==> src/rtl/multicycle_control_if.sv <==
// rtl/multicycle_control_if.sv - instruction-side control bundle between the LEGv8 controller and datapath
// The illegal flag exists only when ILLEGAL_TRAP_EN is defined.
interface multicycle_control_if #(
  parameter int INSTR_W = 32,
  parameter int ALUOP_W = 3
);
  logic [INSTR_W-1:0] instruction;
  logic               alu_zero;
  logic               alu_n;
  logic               alu_z;
  logic               alu_c;
  logic               alu_v;

  logic               pc_en;
  logic               uncond_br;
  logic               br_taken;
  logic               reg2loc;
  logic               reg_write;
  logic               alu_src;
  logic [ALUOP_W-1:0] alu_op;
  logic               mem_write;
  logic               mem_to_reg;
  logic [INSTR_W-1:0] ir;
  logic [3:0]         flags;
  logic [2:0]         state;
`ifdef ILLEGAL_TRAP_EN
  logic               illegal;

  modport master (
    input  instruction, alu_zero, alu_n, alu_z, alu_c, alu_v,
    output pc_en, uncond_br, br_taken, reg2loc, reg_write, alu_src, alu_op,
           mem_write, mem_to_reg, ir, flags, state, illegal
  );

  modport slave (
    output instruction, alu_zero, alu_n, alu_z, alu_c, alu_v,
    input  pc_en, uncond_br, br_taken, reg2loc, reg_write, alu_src, alu_op,
           mem_write, mem_to_reg, ir, flags, state, illegal
  );
`else
  modport master (
    input  instruction, alu_zero, alu_n, alu_z, alu_c, alu_v,
    output pc_en, uncond_br, br_taken, reg2loc, reg_write, alu_src, alu_op,
           mem_write, mem_to_reg, ir, flags, state
  );

  modport slave (
    output instruction, alu_zero, alu_n, alu_z, alu_c, alu_v,
    input  pc_en, uncond_br, br_taken, reg2loc, reg_write, alu_src, alu_op,
           mem_write, mem_to_reg, ir, flags, state
  );
`endif
endinterface

==> src/rtl/multicycle_control.sv <==
// rtl/multicycle_control.sv - LEGv8 multicycle control FSM (FETCH/DECODE/EXEC/MEM/WB) with NZCV register
// Define ILLEGAL_TRAP_EN to trap unrecognised opcodes in a sticky HALT state.
module multicycle_control #(
  parameter int INSTR_W = 32,
  parameter int ALUOP_W = 3
) (
  input  logic                clk,
  input  logic                reset,
  multicycle_control_if.master bus
);

  localparam logic [2:0] S_FETCH  = 3'b000;
  localparam logic [2:0] S_DECODE = 3'b001;
  localparam logic [2:0] S_EXEC   = 3'b010;
  localparam logic [2:0] S_MEM    = 3'b011;
  localparam logic [2:0] S_WB     = 3'b100;
`ifdef ILLEGAL_TRAP_EN
  localparam logic [2:0] S_HALT   = 3'b111;
`endif

  localparam logic [3:0] C_NOP  = 4'd0;
  localparam logic [3:0] C_ADDI = 4'd1;
  localparam logic [3:0] C_ADDS = 4'd2;
  localparam logic [3:0] C_SUBS = 4'd3;
  localparam logic [3:0] C_LDUR = 4'd4;
  localparam logic [3:0] C_STUR = 4'd5;
  localparam logic [3:0] C_B    = 4'd6;
  localparam logic [3:0] C_BLT  = 4'd7;
  localparam logic [3:0] C_CBZ  = 4'd8;

  localparam logic [ALUOP_W-1:0] OP_PASS = ALUOP_W'(0);
  localparam logic [ALUOP_W-1:0] OP_ADD  = ALUOP_W'(2);
  localparam logic [ALUOP_W-1:0] OP_SUB  = ALUOP_W'(3);

  logic [2:0]         state_q, state_d;
  logic [INSTR_W-1:0] ir_q, ir_d;
  logic [3:0]         flags_q, flags_d;

  logic [3:0]         iclass;
  logic               active;
  logic               retire;
  logic               flag_we;
  logic               br_cond;

  logic               dec_reg2loc;
  logic               dec_alu_src;
  logic [ALUOP_W-1:0] dec_alu_op;
  logic               dec_uncond_br;
  logic               dec_mem_to_reg;

  always_comb begin
    iclass = C_NOP;
    if (ir_q[31:22] == 10'b1001000100)
      iclass = C_ADDI;
    else if (ir_q[31:21] == 11'b10101011000)
      iclass = C_ADDS;
    else if (ir_q[31:21] == 11'b11101011000)
      iclass = C_SUBS;
    else if (ir_q[31:21] == 11'b11111000010)
      iclass = C_LDUR;
    else if (ir_q[31:21] == 11'b11111000000)
      iclass = C_STUR;
    else if (ir_q[31:26] == 6'b000101)
      iclass = C_B;
    else if (ir_q[31:24] == 8'b01010100 && ir_q[4:0] == 5'b01011)
      iclass = C_BLT;
    else if (ir_q[31:24] == 8'b10110100)
      iclass = C_CBZ;
  end

  always_comb begin
    dec_reg2loc    = 1'b0;
    dec_alu_src    = 1'b0;
    dec_alu_op     = OP_PASS;
    dec_uncond_br  = 1'b0;
    dec_mem_to_reg = 1'b0;
    case (iclass)
      C_ADDI: begin
        dec_alu_src = 1'b1;
        dec_alu_op  = OP_ADD;
      end
      C_ADDS: begin
        dec_reg2loc = 1'b1;
        dec_alu_op  = OP_ADD;
      end
      C_SUBS: begin
        dec_reg2loc = 1'b1;
        dec_alu_op  = OP_SUB;
      end
      C_LDUR: begin
        dec_alu_src    = 1'b1;
        dec_alu_op     = OP_ADD;
        dec_mem_to_reg = 1'b1;
      end
      C_STUR: begin
        dec_alu_src = 1'b1;
        dec_alu_op  = OP_ADD;
      end
      C_B:     dec_uncond_br = 1'b1;
      default: ;
    endcase
  end

  // Static controls are held from DECODE to retirement; FETCH (and HALT) drive zeros.
  assign active = (state_q == S_DECODE) || (state_q == S_EXEC) ||
                  (state_q == S_MEM)    || (state_q == S_WB);

  always_comb begin
    retire = 1'b0;
    case (state_q)
      S_WB:   retire = 1'b1;
      S_MEM:  retire = (iclass == C_STUR);
      S_EXEC: retire = (iclass == C_B) || (iclass == C_BLT) ||
                       (iclass == C_CBZ) || (iclass == C_NOP);
      default: retire = 1'b0;
    endcase
  end

  // B.LT reads the registered flags, so a preceding ADDS/SUBS is already visible.
  always_comb begin
    br_cond = 1'b0;
    case (iclass)
      C_B:     br_cond = 1'b1;
      C_BLT:   br_cond = flags_q[3] ^ flags_q[0];
      C_CBZ:   br_cond = bus.alu_zero;
      default: br_cond = 1'b0;
    endcase
  end

  assign flag_we = (state_q == S_EXEC) && ((iclass == C_ADDS) || (iclass == C_SUBS));

  always_comb begin
    state_d = state_q;
    case (state_q)
      S_FETCH:  state_d = S_DECODE;
      S_DECODE: begin
`ifdef ILLEGAL_TRAP_EN
        if (iclass == C_NOP)
          state_d = S_HALT;
        else
          state_d = S_EXEC;
`else
        state_d = S_EXEC;
`endif
      end
      S_EXEC: begin
        case (iclass)
          C_ADDI, C_ADDS, C_SUBS: state_d = S_WB;
          C_LDUR, C_STUR:         state_d = S_MEM;
          default:                state_d = S_FETCH;
        endcase
      end
      S_MEM:    state_d = (iclass == C_STUR) ? S_FETCH : S_WB;
      S_WB:     state_d = S_FETCH;
`ifdef ILLEGAL_TRAP_EN
      S_HALT:   state_d = S_HALT;
`endif
      default:  state_d = S_FETCH;
    endcase
  end

  always_comb begin
    ir_d = ir_q;
    if (state_q == S_FETCH)
      ir_d = bus.instruction;
  end

  always_comb begin
    flags_d = flags_q;
    if (flag_we)
      flags_d = {bus.alu_n, bus.alu_z, bus.alu_c, bus.alu_v};
  end

  always_ff @(posedge clk or negedge reset) begin
    if (!reset) begin
      state_q <= S_FETCH;
      ir_q    <= '0;
      flags_q <= 4'b0000;
    end else begin
      state_q <= state_d;
      ir_q    <= ir_d;
      flags_q <= flags_d;
    end
  end

  assign bus.pc_en      = retire;
  assign bus.br_taken   = retire && (state_q == S_EXEC) && br_cond;
  assign bus.reg_write  = (state_q == S_WB);
  assign bus.mem_write  = (state_q == S_MEM) && (iclass == C_STUR);
  assign bus.reg2loc    = active && dec_reg2loc;
  assign bus.alu_src    = active && dec_alu_src;
  assign bus.alu_op     = active ? dec_alu_op : OP_PASS;
  assign bus.uncond_br  = active && dec_uncond_br;
  assign bus.mem_to_reg = active && dec_mem_to_reg;
  assign bus.ir         = ir_q;
  assign bus.flags      = flags_q;
  assign bus.state      = state_q;
`ifdef ILLEGAL_TRAP_EN
  assign bus.illegal    = (state_q == S_HALT);
`endif

endmodule

==> src/flat_wrapper.sv <==
// flat-port wrapper written by rule: the top's interface ports become plain ports
module multicycle_control_flat 
#(
  parameter int INSTR_W = 32,
  parameter int ALUOP_W = 3
)
  (clk, reset, bus_instruction, bus_alu_zero, bus_alu_n, bus_alu_z, bus_alu_c, bus_alu_v, bus_pc_en, bus_uncond_br, bus_br_taken, bus_reg2loc, bus_reg_write, bus_alu_src, bus_alu_op, bus_mem_write, bus_mem_to_reg, bus_ir, bus_flags, bus_state);
  multicycle_control_if #(.INSTR_W(INSTR_W), .ALUOP_W(ALUOP_W)) bus_i ();
  input  logic clk;
  input  logic reset;
  input wire logic [$bits(bus_i.instruction)-1:0] bus_instruction;
  input wire logic [$bits(bus_i.alu_zero)-1:0] bus_alu_zero;
  input wire logic [$bits(bus_i.alu_n)-1:0] bus_alu_n;
  input wire logic [$bits(bus_i.alu_z)-1:0] bus_alu_z;
  input wire logic [$bits(bus_i.alu_c)-1:0] bus_alu_c;
  input wire logic [$bits(bus_i.alu_v)-1:0] bus_alu_v;
  output wire logic [$bits(bus_i.pc_en)-1:0] bus_pc_en;
  output wire logic [$bits(bus_i.uncond_br)-1:0] bus_uncond_br;
  output wire logic [$bits(bus_i.br_taken)-1:0] bus_br_taken;
  output wire logic [$bits(bus_i.reg2loc)-1:0] bus_reg2loc;
  output wire logic [$bits(bus_i.reg_write)-1:0] bus_reg_write;
  output wire logic [$bits(bus_i.alu_src)-1:0] bus_alu_src;
  output wire logic [$bits(bus_i.alu_op)-1:0] bus_alu_op;
  output wire logic [$bits(bus_i.mem_write)-1:0] bus_mem_write;
  output wire logic [$bits(bus_i.mem_to_reg)-1:0] bus_mem_to_reg;
  output wire logic [$bits(bus_i.ir)-1:0] bus_ir;
  output wire logic [$bits(bus_i.flags)-1:0] bus_flags;
  output wire logic [$bits(bus_i.state)-1:0] bus_state;
  assign bus_i.instruction = bus_instruction;
  assign bus_i.alu_zero = bus_alu_zero;
  assign bus_i.alu_n = bus_alu_n;
  assign bus_i.alu_z = bus_alu_z;
  assign bus_i.alu_c = bus_alu_c;
  assign bus_i.alu_v = bus_alu_v;
  assign bus_pc_en = bus_i.pc_en;
  assign bus_uncond_br = bus_i.uncond_br;
  assign bus_br_taken = bus_i.br_taken;
  assign bus_reg2loc = bus_i.reg2loc;
  assign bus_reg_write = bus_i.reg_write;
  assign bus_alu_src = bus_i.alu_src;
  assign bus_alu_op = bus_i.alu_op;
  assign bus_mem_write = bus_i.mem_write;
  assign bus_mem_to_reg = bus_i.mem_to_reg;
  assign bus_ir = bus_i.ir;
  assign bus_flags = bus_i.flags;
  assign bus_state = bus_i.state;
  multicycle_control #(.INSTR_W(INSTR_W), .ALUOP_W(ALUOP_W)) u_core (.clk(clk), .reset(reset), .bus(bus_i));
endmodule
==> config.mk <==
export PLATFORM = sky130hd
export DESIGN_NAME = multicycle_control_flat
export DESIGN_NICKNAME = d
export VERILOG_FILES = /design/src/rtl/multicycle_control_if.sv /design/src/rtl/multicycle_control.sv /design/src/flat_wrapper.sv
export SDC_FILE = /design/constraint.sdc
export NUM_CORES = 1
export LEC_CHECK = 0
export BUFFER_PORTS_ARGS = -buffer_cell sky130_fd_sc_hd__buf_2
export CAP_MARGIN = 20
export CORE_MARGIN = 8
export CORE_UTILIZATION = 45
export CTS_CLUSTER_DIAMETER = 120
export DETAILED_ROUTE_END_ITERATION = 6
export GPL_ROUTABILITY_DRIVEN = 1
export GPL_TIMING_DRIVEN = 0
export PLACE_DENSITY = 0.79
export SYNTH_ARGS = -nofsm -noshare
export SYNTH_HDL_FRONTEND = slang
export SYNTH_SLANG_ARGS = --single-unit
==> constraint.sdc <==
create_clock -name clk -period 2 [get_ports clk]
set_clock_uncertainty 0.2 [all_clocks]
set_input_delay 0.3 -clock clk [delete_from_list [all_inputs] [get_ports clk]]
set_output_delay 0.3 -clock clk [all_outputs]
set_load 0.02 [all_outputs]
Yosys cells after proc, flatten, opt, wreduce, memory -nomap -nowiden
Index checks and enable logic that the tools add are counted.
Word-level totals
  logic and storage cells: 67
  output and inout bits: 50
  input bits: 39
  flip-flop bits (word level): 39
Cells by class
  bitwise logic cells: 1
  multiplexer cells: 19
  reduce and logical (&&, ||, !) cells: 23
  eq/ne operators: 21
Operator list (number)
  $eq A11 B11 Y1 const B: 4
  $mux W4: 8
  $eq A4 B3 Y1 const B: 4
  $pmux W3 S4: 1
  $eq A10 B10 Y1 const B: 1
  $logic_and A1 B1 Y1: 9
  $eq A4 B2 Y1 const B: 2
  $eq A8 B7 Y1 const B: 1
  $eq A8 B8 Y1 const B: 1
  $logic_or A1 B1 Y1: 7
  $eq A3 B2 Y1 const B: 2
  $eq A6 B3 Y1 const B: 1
  $pmux W1 S3: 2
  $pmux W3 S2: 1
  $reduce_or A3 Y1: 2
  $eq A5 B4 Y1 const B: 1
  $eq A4 B1 Y1 const B: 1
  $eq A4 B4 Y1 const B: 1
  $logic_not A4 Y1: 1
  $mux W1: 4
  $pmux W2 S2: 1
  $reduce_or A2 Y1: 2
  $reduce_or A4 Y1: 1
  $eq A3 B1 Y1 const B: 1
  5 further kinds: 5

Logic depth before layout (Yosys ltp)
Gate-level depths: netlist of run 1.
  depth after elaboration: 16
  depth in mapped cells: 5

Least setup slack after synthesis of run 1
No wires, ideal clock.
  path type: register -> output
  from: register u_core.ir_q[29] (netlist: u_core.bus.ir[29])
  to: output port bus_br_taken
  arrival: 1.843 ns
  slack: -0.343 ns
  cell stages (with the launch flop): 4
  data required time: 1.500 ns
  buffers on the path: 0
  cell sequence: dfrtp_1 > or4_1 > a21o_1 > a221oi_1
On the way
  cells in the longest elaborated chain, start to end: 16
  elaborated cells on any way between the ends: 29
  those cells by class: eq/ne (12); mux (10); reduce/logical (7)
Ends and longest elaborated chain
  start: declaration: RTL line multicycle_control.sv:36  | logic [INSTR_W-1:0] ir_q, ir_d;
  start signal: assignment: RTL line multicycle_control.sv:181  | ir_q <= ir_d;
  $eq A8 B8 Y1 or $eq A8 B7 Y1 (tied branches): RTL line multicycle_control.sv:67, multicycle_control.sv:65
  $mux W4 or $logic_and A1 B1 Y1 (tied branches): RTL line multicycle_control.sv:67, multicycle_control.sv:65
  $mux W4: RTL line multicycle_control.sv:65  | else if (ir_q[31:24] == 8'b01010100 && ir_q[4:0] == 5'b01011)
  $mux W4: RTL line multicycle_control.sv:63  | else if (ir_q[31:26] == 6'b000101)
  $mux W4: RTL line multicycle_control.sv:61  | else if (ir_q[31:21] == 11'b11111000000)
  $mux W4: RTL line multicycle_control.sv:59  | else if (ir_q[31:21] == 11'b11111000010)
  $mux W4: RTL line multicycle_control.sv:57  | else if (ir_q[31:21] == 11'b11101011000)
  $mux W4: RTL line multicycle_control.sv:55  | else if (ir_q[31:21] == 11'b10101011000)
  $mux W4 (*): RTL line multicycle_control.sv:53  | if (ir_q[31:22] == 10'b1001000100)
  $eq A4 B3 Y1: RTL line multicycle_control.sv:113, multicycle_control.sv:122
  $logic_or A1 B1 Y1 (2 in series): RTL line multicycle_control.sv:113  | S_EXEC: retire = (iclass == C_B) || (iclass == C_BLT) ||
  $logic_or A1 B1 Y1: RTL line multicycle_control.sv:114  | (iclass == C_CBZ) || (iclass == C_NOP);
  $pmux W1 S3: RTL line multicycle_control.sv:110  | case (state_q)
  $logic_and A1 B1 Y1: RTL line multicycle_control.sv:187  | assign bus.br_taken = retire && (state_q == S_EXEC) && br_cond;
  $logic_and A1 B1 Y1 (*): RTL line multicycle_control.sv:187
  end: declaration: RTL line flat_wrapper.sv:19  | output wire logic [$bits(bus_i.br_taken)-1:0] bus_br_taken;
Mark *: on every way between the ends. The rest lies on a longest branch, timed or not.

Worst setup path after layout of run 1
  from: register u_core.ir_q[26] (netlist: u_core.bus.ir[26])
  to: output port bus_br_taken
Same word-level chain as after synthesis.

==> results.md, run 1 <==
- Critical path class: flop to output pin
- Die H: 78.9 µm
- # setup viols final: 13
- P per Cell Area: 1650 nW/µm²
- WP buf/inv: 1
- Most common cell after layout, fill and taps aside: buf_2
- Max Buffers Root-to-Sink: 2
- Final hold viol count: 0
- P&R area growth vs syn: 55.0%
- Routed wl met3: 454 µm
- Critical path arrival: 1920 ps
- CORE AREA: 3910 µm²
- Max cap viols: 0
- Max Clk Rate: 414 MHz
- Post-synthesis sequential area ratio: 54.9%
- Crit path depth: 5
- Cts bufs inserted: 5
- CP Cell Sequence: nand2_1, or4_4, a21o_1, a221oi_4, buf_6
- Drt total wl: 5190 µm
- Die area: 6220 µm²
- Unrepaired setup endpoints after global routing: true
- Wire per inst: 17.4 µm
- Slew Limit Fails: 0
- Nets@finish: 286
- Worst-Margin Slew: 862 ps
- Critical path required time: 1500 ps
- P_leak: 1.30 nW
- Max VDD drop: 991 µV
- Via count: 1540
- Htree depth: 2
- CP peak stage delay: 560 ps
- Total congestion overflow: 0
- Vias in the first global route: 1716
- DP HPWL: 3710 µm
- Cell count of the worst reg-to-reg path: 6
- IO buf count: 87
- Gpl congestion: 0.724
- First-pass GRT wire length: 8350 µm
- Antenna cells: 0
- Met2 wire len: 2690 µm
- CP Launch Type: flop
- Layout cells sized above 1: 74.6%
- Cell variety after synth: 39
- DRC: 0
- IO Count: 89
- Worst setup EP type: output pin
- DR vias/cell: 5.17
- Highest Signal Layer: met4
- Final worst path period need: 2420 ps
- Most frequent cells in the layout: buf_2, dfrtp_1, mux2_2
- M1 WL: 1940 µm
- Period utilisation layout: 121%
- Setup WS post-layout: -415 ps
- Failing checks: setup timing
- GRT Util Overall: 17.0%
- Total power: 4.55 mW
- Status: complete, but fails checks
- Crit-path slowest cell: or4_4
- Syn avg cell area: 13.3 µm²
- Mapped cell area: 1780 µm²
- Clk root buf: clkbuf_8
- Hold/Removal Path Class: input port to flop
- Max_slew headroom: 42.5%
- Routed Antenna Nets: 0
- Detailed router's first-iteration violation count: 85
- Fill cells: 278
- Hold path depth: 3
- Synthesized net count: 173
- FP Rows: 23
- Starting Density: 45.5%
- Die width: 78.9 µm
- Clk_lat worst skew: 290 ps
- Yosys Warn Count: 0
- Post-place setup slack: -248 ps
- Num Clock Sinks: 39
- Reg clk slew, reported paths: 70 ps
- Drt pass-1 iters: 4
- Top Family by Delay on Critical Path: simple AND/OR/NAND/NOR gates
- TritonCTS clock tree: done
- Synth Register Bits: 39
- Synth Instances: 134
- Largest net degree at the start of global routing: 40
- Crit-path max FO: 4
- Initial antenna violation count: 0
[cells in the mapped netlist]
cell type	instances	area (µm²)
nor4b_1	2	17.5
conb_1	1	3.75
nor3_1	3	15.0
o211ai_1	1	7.51
nand3_1	1	5.00
nor4_1	1	6.26
a21oi_1	3	15.0
or3b_1	1	8.76
nor4bb_1	1	10.0
a21o_1	1	7.51
nor2_1	4	15.0
or2_1	1	6.26
xnor2_1	1	8.76
and3b_1	1	8.76
nor2b_1	1	6.26
nor2_2	1	6.26
mux2_2	31	349
nand3b_1	1	7.51
or4_1	1	7.51
and4bb_2	1	12.5
a31o_2	1	8.76
dfrtp_1	39	976
buf_4	4	30.0
xor2_1	1	8.76
o21bai_1	1	7.51
nand4_1	1	6.26
nor3_2	1	10.0
nand2b_1	2	12.5
inv_1	2	7.51
o21ai_0	3	15.0
a221oi_1	2	17.5
clkbuf_1	1	3.75
nand4_4	1	21.3
mux2_1	4	45.0
nor4b_2	1	15.0
and3_1	3	18.8
nand4b_1	2	17.5
nand2_1	5	18.8
o31ai_1	2	15.0
[state kept, by name, indices dropped and copies added, names as in the netlist]
name	flops
u_core.bus.ir	32
u_core.bus.flags	4
u_core.bus.state	3
[worst min-delay path: stages]
cell and delay [ps]:
buf_2 70, nand2_1 30, o21ai_0 60
[worst paths after layout]
| check | to | start | slack [ps] |
|---|---|---|---|
| min in group asynchronous | u_core.bus.ir[3]$_DFFE_PN0P_ | reset | 470 |
| min | u_core.bus.ir[30]$_DFFE_PN0P_ | bus_instruction[30] | 20 |
| min reg2reg | u_core.bus.ir[5]$_DFFE_PN0P_ | u_core.bus.ir[5]$_DFFE_PN0P_ | 300 |
| max | bus_br_taken | u_core.bus.ir[26]$_DFFE_PN0P_ | -420 |
| max in group asynchronous | u_core.bus.ir[22]$_DFFE_PN0P_ | reset | 530 |
| max reg2reg | u_core.bus.flags[1]$_DFFE_PN0P_ | u_core.bus.ir[26]$_DFFE_PN0P_ | -100 |
[logic make-up after synthesis]
group / share of synthesized area (%)
other cells: 0.211
flops: 54.9
buf+inv: 2.32
simple gates: 14.2
compound gates: 5.27
mux: 22.2
xor+xnor: 0.985
[where the power goes]
group          switching, mW  internal (mW)
Combinational           1.27           1.15
Clock                  0.255          0.314
Sequential             0.386           1.17
Total                   1.91           2.64
[metal layers]
metal / vias to the layer above / GRT usage (%)
met1: 761 / 19.1
met3: 10 / 7.34
met2: 54 / 27.6
li1: 715 / -
met4: 0 / 7.22
met5: - / 0
[stage by stage]
stage / instance area (µm²) / setup TNS (ps) / utilization, % / instances / hold WS (ps)
2_1_floorplan: 1840 / -132 / - / 134 / -196
3_3_place_gp: 2340 / -789 / 59.8 / 271 / 256
4_1_cts: 2670 / -2900 / 68.2 / 292 / 16.9
6_report: 2760 / -3110 / 70.5 / 298 / 19.5
5_1_grt: 2760 / -4720 / 70.5 / 298 / 24.2
3_5_place_dp: 2340 / -1360 / 59.8 / 271 / 262
[what timing repair did]
action	4_1_cts	5_1_grt
hold endpoints to repair	39	0
buffers inserted	13	7
pin swaps	8	10
hold buffers	1	0
gates resized for setup	29	11
endpoints found under the setup margin	40	35
gates cloned	0	0
[cell type report]
class	count	area, µm²	area share, %
multi-input combinational	88	940	34.1
timing repair buffer	107	633	23.0
clock buffer	8	100	3.63
inverter	2	7.51	0.272
sequential	39	985	35.7
buffer	4	30.0	1.09
tap	50	62.6	2.27
Power figures use the tool's default switching activity.
==> inputs of run 2 (changes only) <==
--- a/config.mk
+++ b/config.mk
@@ -8,12 +8,12 @@
 export BUFFER_PORTS_ARGS = -buffer_cell sky130_fd_sc_hd__buf_2
 export CAP_MARGIN = 20
 export CORE_MARGIN = 8
-export CORE_UTILIZATION = 45
+export CORE_UTILIZATION = 35
 export CTS_CLUSTER_DIAMETER = 120
 export DETAILED_ROUTE_END_ITERATION = 6
 export GPL_ROUTABILITY_DRIVEN = 1
 export GPL_TIMING_DRIVEN = 0
-export PLACE_DENSITY = 0.79
+export SKIP_LAST_GASP = 1
 export SYNTH_ARGS = -nofsm -noshare
 export SYNTH_HDL_FRONTEND = slang
 export SYNTH_SLANG_ARGS = --single-unit
==> results.md, run 2 (synthesis gave the netlist of run 1 again) <==
- Critical path required time: 1500 ps
- Clk pwr share: 11.6%
- Max VDD drop: 674 µV
- GRT Util Overall: 13.4%
- Max Buffers Root-to-Sink: 2
- P&R area growth vs syn: 49.9%
- IO buf count: 87
- Total congestion overflow: 0
- Vias in the first global route: 1597
- Status: complete, but fails checks
- CP Launch Type: flop
- Die width: 87.3 µm
- DRC: 0
- Net Sw Power: 1.86 mW
- IO Count: 89
- Htree depth: 2
- Clk_lat worst skew: 280 ps
- Initial antenna violation count: 0
- Unrepaired setup endpoints after global routing: true
- Max_slew headroom: 41.3%
- Critical path arrival: 1920 ps
- Period utilisation layout: 121%
- DP HPWL: 3700 µm
- CORE AREA: 5010 µm²
- Die H: 87.3 µm
- Final hold viol count: 0
- Failing checks: setup timing
- Power share of the combinational group: 52.8%
- Crit-path max FO: 4
- Worst-Margin Slew: 881 ps
- # setup viols final: 13
- Max cap viols: 0
- Most frequent cells in the layout: buf_2, dfrtp_1, mux2_2
- Net Sw Frac: 42.8%
- Wire per inst: 16.1 µm
- Die area: 7620 µm²
- Slew Limit Fails: 0
- Register share of total power: 35.6%
- Routed Antenna Nets: 0
- Hold/Removal Path Class: input port to flop
- Final worst path period need: 2420 ps
- Placed cell count: 291
- Largest net degree at the start of global routing: 40
- Finished Layout Cells: 312
- Most common cell after layout, fill and taps aside: buf_2
- FP Rows: 26
- Max Clk Rate: 414 MHz
- P_leak: 1.26 nW
- Pint: 2.48 mW
- Critical path class: flop to output pin
- Starting Density: 35.5%
- Layout cells sized above 1: 70.2%
- Clk root buf: clkbuf_8
- Number of flip-flops under the largest register name: 32
- DR vias/cell: 4.85
- Setup WS post-layout: -415 ps
- Hold Slack: 28.8 ps
- Num Clock Sinks: 39
- First-pass GRT wire length: 7870 µm
- P per Cell Area: 1630 nW/µm²
- Nets@finish: 280
- Reg clk slew, reported paths: 70 ps
- Register-to-register setup slack: -220 ps
- Antenna cells: 0
- Drt pass-1 iters: 4
- Cts bufs inserted: 5
- TritonCTS clock tree: done
- Worst setup EP type: output pin
- Detailed router's first-iteration violation count: 63
- Gpl congestion: 0.760
- Via count: 1514
- Drt total wl: 5040 µm
-- run 2: path summary, 6_finish.rpt --
path / startpoint / endpoint / cells after the start
hold / removal: bus_instruction[30] / u_core.bus.ir[30]$_DFFE_PN0P_ / 3
hold reg to reg: u_core.bus.flags[2]$_DFFE_PN0P_ / u_core.bus.flags[2]$_DFFE_PN0P_ / 1
min in group asynchronous: reset / u_core.bus.ir[15]$_DFFE_PN0P_ / 2
max in group asynchronous: reset / u_core.bus.ir[29]$_DFFE_PN0P_ / 2
setup reg to reg: u_core.bus.ir[26]$_DFFE_PN0P_ / u_core.bus.flags[0]$_DFFE_PN0P_ / 6
setup / recovery: u_core.bus.ir[25]$_DFFE_PN0P_ / bus_br_taken / 5
-- run 2: repair_timing --
action,CTS,global route
setup endpoints to repair,34,40
pin swaps,5,7
hold buffers,1,0
endpoints found under the hold margin,39,0
resized for setup,14,10
setup buffers,8,5
gates cloned,0,0
-- run 2: worst max-delay path, cell delays in order, from the launching register on --
cell      delay [ps]
dfrtp_2          440
nor4b_4          270
nand4b_1         250
a21o_1           280
a221oi_4         240
buf_6            150
-- run 2: through the flow --
step	worst slack (ps)	power, mW	instance area (µm²)	util [%]	TNS, ps
after CTS	-437	4.30	2580	51.5	-3360
after detailed placement	-235	3.61	2360	47.2	-1000
after global routing	-522	4.65	2670	53.2	-5040
after global placement	-229	3.59	2360	47.2	-1250
after floorplan	-62.7	2.92	1840	-	-132
final	-415	4.35	2670	53.2	-3710
-- run 2: per-layer routing --
metal | GRT usage [%] | wire (µm) | up-vias
met4 | 4.84 | 81 | 0
met3 | 6.98 | 510 | 8
li1 | - | - | 706
met2 | 21.1 | 2440 | 57
met5 | 0 | 0 | -
met1 | 15.0 | 2010 | 743
-- run 2: power groups by stage --
stage	clock, mW	sequential [mW]	combinational [mW]
3_3_place_gp	0	1.51	2.08
5_1_grt	0.563	1.61	2.47
2_1_floorplan	0	1.91	1.01
4_1_cts	0.529	1.53	2.24
6_report	0.505	1.55	2.30
3_5_place_dp	0	1.52	2.09
-- run 2: cell type report --
type                            count  area (µm²)
Clock inverter                      1        5.00
Timing Repair Buffer              101         563
Sequential cell                    39         985
Tap cell                           70        87.6
Clock buffer                        7        76.3
Inverter                            2        7.51
Multi-Input combinational cell     88         912
Fill cell                         484        2340
Buffer                              4        30.0
==> inputs of run 3 (changes only) <==
--- a/config.mk
+++ b/config.mk
@@ -13,6 +13,7 @@
 export DETAILED_ROUTE_END_ITERATION = 6
 export GPL_ROUTABILITY_DRIVEN = 1
 export GPL_TIMING_DRIVEN = 0
+export PLACE_DENSITY = 0.66
 export SKIP_LAST_GASP = 1
 export SYNTH_ARGS = -nofsm -noshare
 export SYNTH_HDL_FRONTEND = slang
==> constraint.sdc (replaced) <==
create_clock -name clk -period 2.1 [get_ports clk]
set_clock_uncertainty 0.2 [all_clocks]
set_input_delay 0.315 -clock clk [delete_from_list [all_inputs] [get_ports clk]]
set_output_delay 0.315 -clock clk [all_outputs]
set_load 0.02 [all_outputs]
==> results.md, run 3 (synthesis gave the netlist of run 1 again) <==
- First-pass GRT wire length: 8020 µm
- Clk root buf: clkbuf_8
- Htree depth: 2
- Die area: 7620 µm²
- DRC: 0
- Max Buffers Root-to-Sink: 2
- FP Rows: 26
- Die width: 87.3 µm
- Final hold viol count: 0
- Starting Density: 35.5%
- IO buf count: 87
- Core Util, Final: 54.0%
- Gpl congestion: 0.769
- Number of flip-flops under the largest register name: 32
- Reg clk slew, reported paths: 80 ps
- P per Cell Area: 1610 nW/µm²
- Period utilisation layout: 117%
- TritonCTS clock tree: done
- Max VDD drop: 839 µV
- # setup viols final: 9
- Vias in the first global route: 1633
- Largest net degree at the start of global routing: 40
- Worst-Margin Slew: 870 ps
- P&R area growth vs syn: 52.2%
- Reg-to-reg critical path startpoint: u_core.bus.ir[26]$_DFFE_PN0P_
- Worst R2R End: u_core.bus.flags[3]$_DFFE_PN0P_
- Crit-path max FO: 6
- Drt pass-1 iters: 2
- Nets@finish: 280
- Detailed router's first-iteration violation count: 65
- Initial antenna violation count: 0
- Setup TNS: -1760 ps
- Critical path required time: 1580 ps
- Num Clock Sinks: 39
- Die H: 87.3 µm
- DR vias/cell: 4.76
- Critical path arrival: 1940 ps
- Routed Antenna Nets: 0
- Max_slew headroom: 42.0%
- Unrepaired setup endpoints after global routing: true
- Wire per inst: 16.2 µm
- Status: complete, but fails checks
- Hold Startpoint: bus_instruction[30]
- Failing checks: setup timing
- Most frequent cells in the layout: buf_2, dfrtp_1, mux2_2
- Fill cells: 476
- Max Clk Rate: 407 MHz
- CORE AREA: 5010 µm²
- Via count: 1484
- Post-place setup slack: -158 ps
- Slew Limit Fails: 0
- P_leak: 1.28 nW
- CP peak stage delay: 580 ps
- Min-Delay Endpoint: u_core.bus.ir[30]$_DFFE_PN0P_
- IO Count: 89
- DP HPWL: 3730 µm
- Cts bufs inserted: 5
- Register-to-register setup slack: 40 ps
- Worst setup EP type: output pin
- Antenna cells: 0
- Setup WS post-layout: -355 ps
- Crit-path slowest cell: or4_4
- Layout cells sized above 1: 71.9%
- Cell count of the worst reg-to-reg path: 5
- Most common cell after layout, fill and taps aside: buf_2
- Critical path class: flop to output pin
- Max cap viols: 0
- Final worst path period need: 2450 ps
- Hold/Removal Path Class: input port to flop
- Total congestion overflow: 0
- CP Cell Sequence: or4_4, a21o_1, a221oi_2, buf_4
- CP Launch Type: flop
- Hold path depth: 3
- GRT Util Overall: 13.6%
- Drt total wl: 5040 µm
- Clk_lat worst skew: 290 ps
-- run 3: changes by cell type in the layout (fill, tap and decap cells not counted), sizes merged --
cell / before / now
bufinv: 0 / 2
clkbuf: 7 / 5
clkinv: 1 / 0
clkinvlp: 0 / 1
-- run 3: worst max-delay path, delay by kind of cell, from the launching register on --
kind | cells | cell delay, ps
AO/OA/AOI/OAI | 2 | 440
flip-flops | 1 | 450
AND/OR/NAND/NOR | 1 | 580
buffers and inverters | 1 | 190
-- run 3: per-stage QoR --
stage | hold slack [ps] | area [µm²] | std cells | power, mW
floorplan | -181 | 1800 | 134 | 2.73
global placement | 263 | 2320 | 291 | 3.35
detailed placement | 274 | 2320 | 291 | 3.40
CTS | 19.7 | 2640 | 312 | 4.33
global route | 39.6 | 2710 | 312 | 4.65
finish | 43.0 | 2710 | 312 | 4.37
-- run 3: power by group --
group	internal (mW)	total (mW)	leakage, nW	switching (mW)
Clock	0.474	0.733	0.0644	0.259
Sequential	1.11	1.49	0.462	0.373
Combinational	1.00	2.15	0.753	1.15
-- run 3: metal layers --
layer / vias up / routed length, µm / GRT usage (%)
met4: 0 / 61 / 4.69
li1: 707 / - / -
met1: 724 / 2060 / 15.4
met2: 47 / 2490 / 22.0
met3: 6 / 435 / 6.04
met5: - / 0 / 0
-- run 3: worst max path at each step --
stage,startpoint,endpoint,slack (ps),cells past startpoint
after detailed placement,u_core.bus.ir[29]$_DFFE_PN0P_,bus_pc_en,-160,5
after global placement,u_core.bus.ir[29]$_DFFE_PN0P_,bus_pc_en,-170,5
after global routing,u_core.bus.ir[28]$_DFFE_PN0P_,bus_br_taken,-450,5
after CTS,u_core.bus.ir[27]$_DFFE_PN0P_,bus_br_taken,-320,4
after floorplan,u_core.bus.ir[29]$_DFFE_PN0P_,bus_br_taken,-80,3
final,u_core.bus.ir[29]$_DFFE_PN0P_,bus_br_taken,-350,4
-- run 3: repair_timing --
action / CTS / global route
endpoints found under the setup margin: 9 / 41
endpoints found under the hold margin: 39 / 0
setup buffers: 12 / 1
gates resized for setup: 22 / 13
pin swaps: 11 / 3
hold buffers: 1 / 0
-- run 3: cell type report --
| cell class | count | area, µm² | area share (%) |
|---|---|---|---|
| Buffer | 4 | 30.0 | 1.11 |
| Clock inverter | 3 | 67.6 | 2.50 |
| Sequential cell | 39 | 983 | 36.3 |
| Timing Repair Buffer | 101 | 557 | 20.6 |
| Multi-Input combinational cell | 88 | 906 | 33.5 |
| Tap cell | 70 | 87.6 | 3.23 |
| Inverter | 2 | 7.51 | 0.277 |
| Clock buffer | 5 | 68.8 | 2.54 |
